**src/rtl/spi_host_pkg.sv**
```systemverilog
// Shared definitions for the SPI mode-0 host: FSM states and byte/half-period geometry.
package spi_host_pkg;
  typedef enum logic [2:0] {
    ST_IDLE,
    ST_SETUP,
    ST_XFER,
    ST_HOLD,
    ST_GAP
  } state_t;

  localparam int BYTE_W       = 8;
  localparam int HALF_PERIODS = 16;
endpackage

```
**src/rtl/spi_clk_div.sv**
```systemverilog
// Half-period timer: half_tick on the last cycle of every CLK_DIV-cycle window while en is high.
module spi_clk_div #(
  parameter int CLK_DIV = 2
) (
  input  logic i_spi_clk,
  input  logic i_reset,
  input  logic en,
  output logic half_tick
);
  localparam int CW = (CLK_DIV > 1) ? $clog2(CLK_DIV) : 1;

  logic [CW-1:0] cnt;

  assign half_tick = en && (cnt == CW'(CLK_DIV - 1));

  always_ff @(posedge i_spi_clk) begin
    if (i_reset || !en || half_tick) cnt <= '0;
    else                            cnt <= cnt + 1'b1;
  end
endmodule

```
**src/rtl/spi_host.sv**
```systemverilog
// SPI mode-0 master (CPOL=0, CPHA=0, MSB first) with a byte valid/ready host interface.
// Define SPI_HOST_LOOPBACK_EN to sample o_mosi instead of i_miso (rx byte echoes tx byte).
module spi_host
  import spi_host_pkg::*;
#(
  parameter int CLK_DIV = 2,
  parameter int CS_GAP  = 3
) (
  input  logic       i_spi_clk,
  input  logic       i_reset,
  input  logic       i_tx_valid,
  output logic       o_tx_ready,
  input  logic [7:0] i_tx_data,
  input  logic       i_tx_last,
  output logic       o_rx_valid,
  output logic [7:0] o_rx_data,
  output logic       o_busy,
  output logic       o_sclk,
  output logic       o_cs_n,
  output logic       o_mosi,
  input  logic       i_miso
);
  localparam int GW = $clog2(CLK_DIV + CS_GAP);

  state_t            state, state_nxt;
  logic [3:0]        h;
  logic [BYTE_W-1:0] tx_sr, rx_sr;
  logic              last_q;
  logic [GW-1:0]     gap_cnt;
  logic              half_tick, accept, miso_bit, byte_end;

`ifdef SPI_HOST_LOOPBACK_EN
  logic unused_miso;
  assign unused_miso = i_miso;
  assign miso_bit    = o_mosi;
`else
  assign miso_bit = i_miso;
`endif

  spi_clk_div #(.CLK_DIV(CLK_DIV)) u_div (
    .i_spi_clk (i_spi_clk),
    .i_reset   (i_reset),
    .en        (state == ST_SETUP || state == ST_XFER),
    .half_tick (half_tick)
  );

  assign o_tx_ready = (state == ST_IDLE) || (state == ST_HOLD);
  assign accept     = i_tx_valid && o_tx_ready;
  assign byte_end   = (state == ST_XFER) && half_tick && (h == 4'(HALF_PERIODS - 1));
  assign o_busy     = (state != ST_IDLE);
  assign o_sclk     = (state == ST_XFER) && h[0];
  // CS stays low through the first CLK_DIV cycles of GAP as hold time after the last edge.
  assign o_cs_n     = !((state == ST_SETUP) || (state == ST_XFER) || (state == ST_HOLD) ||
                        ((state == ST_GAP) && (gap_cnt < GW'(CLK_DIV))));

  always_ff @(posedge i_spi_clk) begin
    if (i_reset) state <= ST_IDLE;
    else         state <= state_nxt;
  end

  always_comb begin
    state_nxt = state;
    case (state)
      ST_IDLE, ST_HOLD: if (accept)    state_nxt = ST_SETUP;
      ST_SETUP:         if (half_tick) state_nxt = ST_XFER;
      ST_XFER:          if (byte_end)  state_nxt = last_q ? ST_GAP : ST_HOLD;
      ST_GAP:           if (gap_cnt == GW'(CLK_DIV + CS_GAP - 1)) state_nxt = ST_IDLE;
      default:          state_nxt = ST_IDLE;
    endcase
  end

  always_ff @(posedge i_spi_clk) begin
    if (i_reset) begin
      h          <= '0;
      tx_sr      <= '0;
      rx_sr      <= '0;
      last_q     <= 1'b0;
      gap_cnt    <= '0;
      o_mosi     <= 1'b0;
      o_rx_valid <= 1'b0;
      o_rx_data  <= '0;
    end else begin
      o_rx_valid <= 1'b0;
      gap_cnt    <= (state == ST_GAP) ? gap_cnt + 1'b1 : '0;
      if (accept) begin
        tx_sr  <= i_tx_data;
        o_mosi <= i_tx_data[BYTE_W-1];
        last_q <= i_tx_last;
        h      <= '0;
      end
      if (state == ST_XFER && half_tick) begin
        h <= h + 1'b1;
        // Even->odd is the SCLK rising edge (sample); odd->even is falling (shift out).
        if (!h[0]) begin
          rx_sr <= {rx_sr[BYTE_W-2:0], miso_bit};
        end else if (!byte_end) begin
          o_mosi <= tx_sr[BYTE_W-2];
          tx_sr  <= {tx_sr[BYTE_W-2:0], 1'b0};
        end else begin
          o_rx_data  <= rx_sr;
          o_rx_valid <= 1'b1;
        end
      end
    end
  end
endmodule

```
**config.mk**
```make
export PLATFORM = sky130hd
export DESIGN_NAME = spi_host
export DESIGN_NICKNAME = d
export VERILOG_FILES = /design/src/rtl/spi_host_pkg.sv /design/src/rtl/spi_clk_div.sv /design/src/rtl/spi_host.sv
export SDC_FILE = /design/constraint.sdc
export NUM_CORES = 1
export LEC_CHECK = 0
export BUFFER_PORTS_ARGS = -buffer_cell sky130_fd_sc_hd__clkbuf_2
export CAP_MARGIN = 10
export CORE_MARGIN = 5
export CORE_UTILIZATION = 45
export CTS_BUF_LIST = sky130_fd_sc_hd__clkbuf_16
export DETAILED_ROUTE_END_ITERATION = 8
export PLACE_DENSITY = 0.7
export SLEW_MARGIN = 5
export SYNTH_ARGS = -nofsm -noshare
export SYNTH_HDL_FRONTEND = slang
export SYNTH_HIERARCHICAL = 1
export SYNTH_SLANG_ARGS = --single-unit
```
**constraint.sdc**
```tcl
create_clock -name i_spi_clk -period 2.07 [get_ports i_spi_clk]
set_clock_uncertainty 0.15 [all_clocks]
set_input_delay 0.1035 -clock i_spi_clk [delete_from_list [all_inputs] [get_ports i_spi_clk]]
set_output_delay 0.1035 -clock i_spi_clk [all_outputs]
set_load 0.05 [all_outputs]
```
---- Yosys cells after proc, flatten, opt, wreduce, memory -nomap -nowiden ----
Cells that the tools add are included.
Widths: inputs -> output; s select.
word-level totals
  output and inout port bits .............. 14
  logic and storage cells ................. 67
  register bits after elaboration ......... 38
operators by class
  bitwise logic cells ..................... 3
  magnitude comparators ................... 1
  equal/unequal tests ..................... 10
  reduce and logical (&&, ||, !) cells .... 23
  mux-type cells .......................... 17
  add/subtract/negate cells ............... 3
operators with widths
  kind                 count
  $mux 8               4
  $mux 3               5
  $pmux 3 s4           1
  $mux 4               2
  $eq 3x2->1 const B   2
  $eq 3x3->1 const B   2
  $logic_and 1x1->1    6
  $logic_or 1x1->1     6
  $ne 2x2->1 const B   3
  $mux 1               5
  $add 4x1->4 const B  1
  $eq 4x4->1 const B   1
  $reduce_and 4->1     1
  $reduce_or 2->1      2
  $add 3x1->3 const B  1
  $eq 3x1->1 const B   1
  $logic_not 3->1      1
  $lt 3x2->1 const B   1
  $not 1->1            3
  $reduce_and 3->1     1
  $reduce_bool 3->1    1
  $reduce_or 3->1      1
  $logic_not 1->1      2
  $ne 2x1->1 const B   1
  3 further kinds      3

---- Longest topological paths before layout ----
  depth after elaboration ................. 8
  gate-level depth with buffers ........... 8
  gate-level depth less buffers ........... 7

---- By module ----
Netlist, hierarchy kept.
by module, submodules not included
  module       cells an instance  times used  area an instance (um^2)
  spi_host     178                1           1,624.1
  spi_clk_div  3                  1           40.0

---- Worst setup path after synthesis ----
Ideal clock, no wire load.
  path kind ............................... register to register
  from .................................... register state[2]
  to ...................................... register o_rx_data[0]
  slack ................................... 0.116 ns
  clock period less this slack ............ 1.954 ns
  library setup time ...................... 0.128 ns
  cell stages (with the launch flop) ...... 9
  required time ........................... 1.792 ns
  arrival time ............................ 1.677 ns
  path buffers ............................ 2
  cells stage by stage .................... dfxtp_1 > clkbuf_1 > nor2_1 > and2_2 > and4bb_4 > nand3_1 > buf_4 > mux2i_1 > nor2_1
between the ends
  cells in the longest elaborated chain, start to end .. 6
  elaborated cells on any way between the ends .. 7
RTL lines
  what                                             line                            text
  from (decl)                                      spi_host.sv:25                  state_t state, state_nxt;
  from (signal assigned)                           spi_host.sv:58                  else state <= state_nxt;
  $eq 3x1->1 / $eq 3x2->1 (equally long branches)  spi_host.sv:43                  .en (state == ST_SETUP || state == ST_XFER),
  $logic_or 1x1->1 *                               spi_host.sv:43
  $logic_and 1x1->1 *                              spi_clk_div.sv:14               assign half_tick = en && (cnt == CW'(CLK_DIV - 1));
  net half_tick                                    spi_host.sv:30                  logic half_tick, accept, miso_bit, byte_end;
  $logic_and 1x1->1 *                              spi_host.sv:49, spi_host.sv:91
  $logic_and 1x1->1                                spi_host.sv:49                  assign byte_end = (state == ST_XFER) && half_tick && (h == 4'(HALF_PERIODS - 1));
  $reduce_and 3->1 (no line) *                     -
  to (signal assigned)                             spi_host.sv:100                 o_rx_data <= rx_sr;
  to (decl)                                        spi_host.sv:16                  output logic [7:0] o_rx_data,
The timed path passes the listed nets; every way through them passes the cells marked *.
A chain may end at the register's enable or synchronous reset.

---- Final worst setup path ----
  from .................................... register state[0]
  to ...................................... register o_rx_data[3]
Same word-level chain as after synthesis.

==> results by group <==
Synthesis
  – Sequential area share after synthesis: 0.445
  – Yosys Warn Count: 6
  – Syn Area/Cell: between 9 and 10 um^2
  – Synth Register Bits: 37
  – Cell Area, Synth: between 0.0015 and 0.002 mm^2
  – Synth Instances: between 150 and 200
  – Syn_nets: 197
  – Netlist cell types: 37

Setup path
  – R2R depth: 8
  – Most common cell on crit path: nor2_1
  – Reg-to-reg setup timing slack: about 160 ps
  – Worst Path Buf+Inv: 1
  – CP required: 2090 ps
  – Cell family with most CP delay: simple AND/OR/NAND/NOR gates
  – Peak fanout along the critical path: 9
  – Levels on crit path: 8
  – CP cell instances: xnor2_2, nor2_1, and2_2, and4bb_4, nand3_1, buf_4, mux2i_1, nor2_1
  – Nature of the critical path endpoint: flop
  – CP max stage delay: 340 ps
  – CP Class: reg2reg
  – Worst Path Arrival: about 1900 ps
  – Crit start category: flop
  – Slowest CP cell: dfxtp_1

Floorplan
  – Die height: between 70 and 80 um
  – Core Area: 0.00363 mm^2
  – I/O pins: 27
  – Die ar.: roughly 0.005 mm^2
  – Initial Util: 0.458
  – Row cnt: 22
  – DIE WIDTH: roughly 70 um

Routing
  – Final ANT Viol Nets: 0
  – TritonRoute pass-1 iters: 4
  – # DRC: 0
  – Via count: 1334
  – Routed len/inst: 11.8 um
  – Total length of routed wires: 3.14 mm
  – Initial DRC count: between 80 and 90
  – Via/cell ratio: 5.02

GRT
  – GRT Util Overall: 0.129
  – Initial antenna violation count: 0
  – Grt ovf: 0
  – Largest net degree at the start of global routing: 20
  – First-pass GRT wire length: between 5 and 6 mm
  – Vias in the first global route: about 1200

Clocking
  – # clock sinks: 37
  – CTS buffer count: 5
  – Max H-tree Level: 2
  – Max clock buf depth: 2
  – Clock Tree Root: clkbuf_16
  – CTS tree: yes
  – Reg clk slew, reported paths: around 50 ps
  – Worst-Skew Late Latency: 280 ps

Run status
  – Outcome: completed

Timing
  – Count of pins over their slew limit: 0
  – Max Clock Freq: between 500 and 600 MHz
  – Final worst slack: 157 ps
  – Fin Setup TNS: 0 ps
  – Hold slack: about 1.8 ps
  – Relative slew margins: 0.733
  – Crit path time final: between 1500 and 2000 ps
  – Fin crit share: 0.924
  – Final-report setup violation count: 0
  – RSZ-0062 raised after global routing: no
  – Fin. Hold Viols: 0
  – Worst Tran Pin Value: between 300 and 400 ps

Layout
  – Commonest non-fill, non-tap cell in the layout: dfxtp_1
  – P&R area growth vs syn: 26.7%
  – Core Util, Final: 0.580
  – Fin nets: 233
  – Most frequent cells in the layout: 37 x dfxtp_1, 28 x nor2_1, 26 x clkbuf_2, 21 x nand2_1, 17 x mux2i_1
  – Final non-filler cell area: between 0.002 and 0.0025 mm^2
  – Layout cell share with drive strength beyond 1: 0.234
  – Inserted Diodes: 0

Pwr
  – Static Leakage: approximately 0.97 nW
  – VDD IR max: a little over 500 uV
  – Pwr/cell area: around 1000 mW/mm^2

Placed design
  – Pre-CTS setup slack: between 80 and 90 ps
  – GP Congestion: 0.797
  – Post-DP HPWL: slightly above 2 mm
  – Placement Cell Area: roughly 0.0018 mm^2
  – IO Port Bufs: 26

Worst hold path
  – WHS Path Cells: 3
  – Worst min path class: in2reg

Run
  – Max-Cap Viols: 0
-- cell families (layout without fill, tap and decap cells) --
kind of cell / count (synthesis) / in the layout / share of synthesized area
buffers and inverters: 15 / 52 / 0.0504
adder cells (fa/ha/maj): 3 / 3 / 0.0226
XOR/XNOR: 2 / 2 / 0.0150
flip-flops: 37 / 37 / 0.445
multiplexers: 18 / 18 / 0.109
AO/OA/AOI/OAI: 29 / 29 / 0.105
AND/OR/NAND/NOR: 77 / 77 / 0.253
-- report_power, final --
part           internal (mW)  switching [mW]
Combinational          0.173           0.253
Sequential             0.754          0.0283
Clock                  0.693           0.282
-- cell usage after synthesis --
cell type / number / area share
nor4_1: 2 / 0.0075
nor2_1: 28 / 0.063
nand3b_2: 1 / 0.0068
nand2b_1: 2 / 0.0075
nand3b_1: 2 / 0.0090
buf_8: 1 / 0.0090
nor3b_1: 3 / 0.014
nand4_1: 2 / 0.0075
nand2_1: 21 / 0.047
ha_1: 3 / 0.023
buf_6: 1 / 0.0068
a21oi_1: 16 / 0.048
nor3_1: 1 / 0.0030
buf_2: 1 / 0.0030
and4bb_4: 1 / 0.0098
nor2b_1: 2 / 0.0075
xnor2_1: 1 / 0.0053
or3_2: 1 / 0.0045
nand4bb_4: 1 / 0.017
mux2_1: 1 / 0.0068
and2b_1: 1 / 0.0045
o21ai_0: 2 / 0.0060
dfxtp_1: 37 / 0.45
clkbuf_1: 6 / 0.014
mux2i_1: 17 / 0.10
nor3b_2: 1 / 0.0075
nand3b_4: 1 / 0.012
nand3_1: 4 / 0.012
a22oi_1: 1 / 0.0045
a311oi_1: 1 / 0.0053
buf_4: 2 / 0.0090
a211oi_1: 8 / 0.036
and2_2: 2 / 0.0090
inv_1: 4 / 0.0090
and3_1: 1 / 0.0038
xnor2_2: 1 / 0.0098
o311ai_0: 1 / 0.0053
-- metrics by stage --
stage,cells,power [mW]
6_report,266,2.18
5_1_grt,266,2.27
4_1_cts,265,2.20
3_5_place_dp,251,1.20
3_3_place_gp,251,1.20
2_1_floorplan,181,1.13
-- registers in the layout (all words and copies together), names as in the netlist --
signal      cells
last_q          1
state           3
o_rx_data       8
u_div/cnt       1
o_rx_valid      1
gap_cnt         3
tx_sr           7
h               4
o_mosi          1
rx_sr           8
-- final timing paths --
| check | start | endpoint |
|---|---|---|
| worst min-delay path | i_tx_data[2] | tx_sr[2]$_SDFF_PP0_ |
| worst max-delay path | state[0]$_SDFFE_PP0P_ | o_rx_data[3]$_SDFFE_PP0P_ |
| worst max register to register | state[0]$_SDFFE_PP0P_ | o_rx_data[3]$_SDFFE_PP0P_ |
| worst min register to register | gap_cnt[0]$_SDFF_PP0_ | gap_cnt[0]$_SDFF_PP0_ |
-- per-layer routing --
layer / GRT usage / vias up / part of all wire
li1: - / 699 / -
met1: 0.164 / 610 / 0.47
met2: 0.204 / 21 / 0.48
met3: 0.0398 / 4 / 0.039
met4: 0.0501 / 0 / 0.016
met5: 0 / - / 0
-- layout make-up --
cell class / instances / area, um^2
sequential: 37 / 741
multi-input combinational: 129 / 848
tap: 48 / 60.1
clock inverter: 3 / 68.8
timing repair buffer: 40 / 250
inverter: 4 / 15.0
clock buffer: 5 / 125
fill: 332 / 1530
-- worst register-to-register path, cell delays in order (launching register included) --
cell	delay (ps)
dfxtp_1	340
xnor2_2	150
nor2_1	130
and2_2	240
and4bb_4	310
nand3_1	90
buf_4	190
mux2i_1	160
nor2_1	50
-- repair_timing --
| action | 4_1_cts | 5_1_grt |
|---|---|---|
| endpoints found under the setup margin | 0 | 21 |
| resized for setup | 0 | 1 |
| endpoints found under the hold margin | 6 | 0 |
| hold buffers | 6 | 0 |
| buffers inserted | 0 | 1 |
Power figures use the tool's default switching activity.
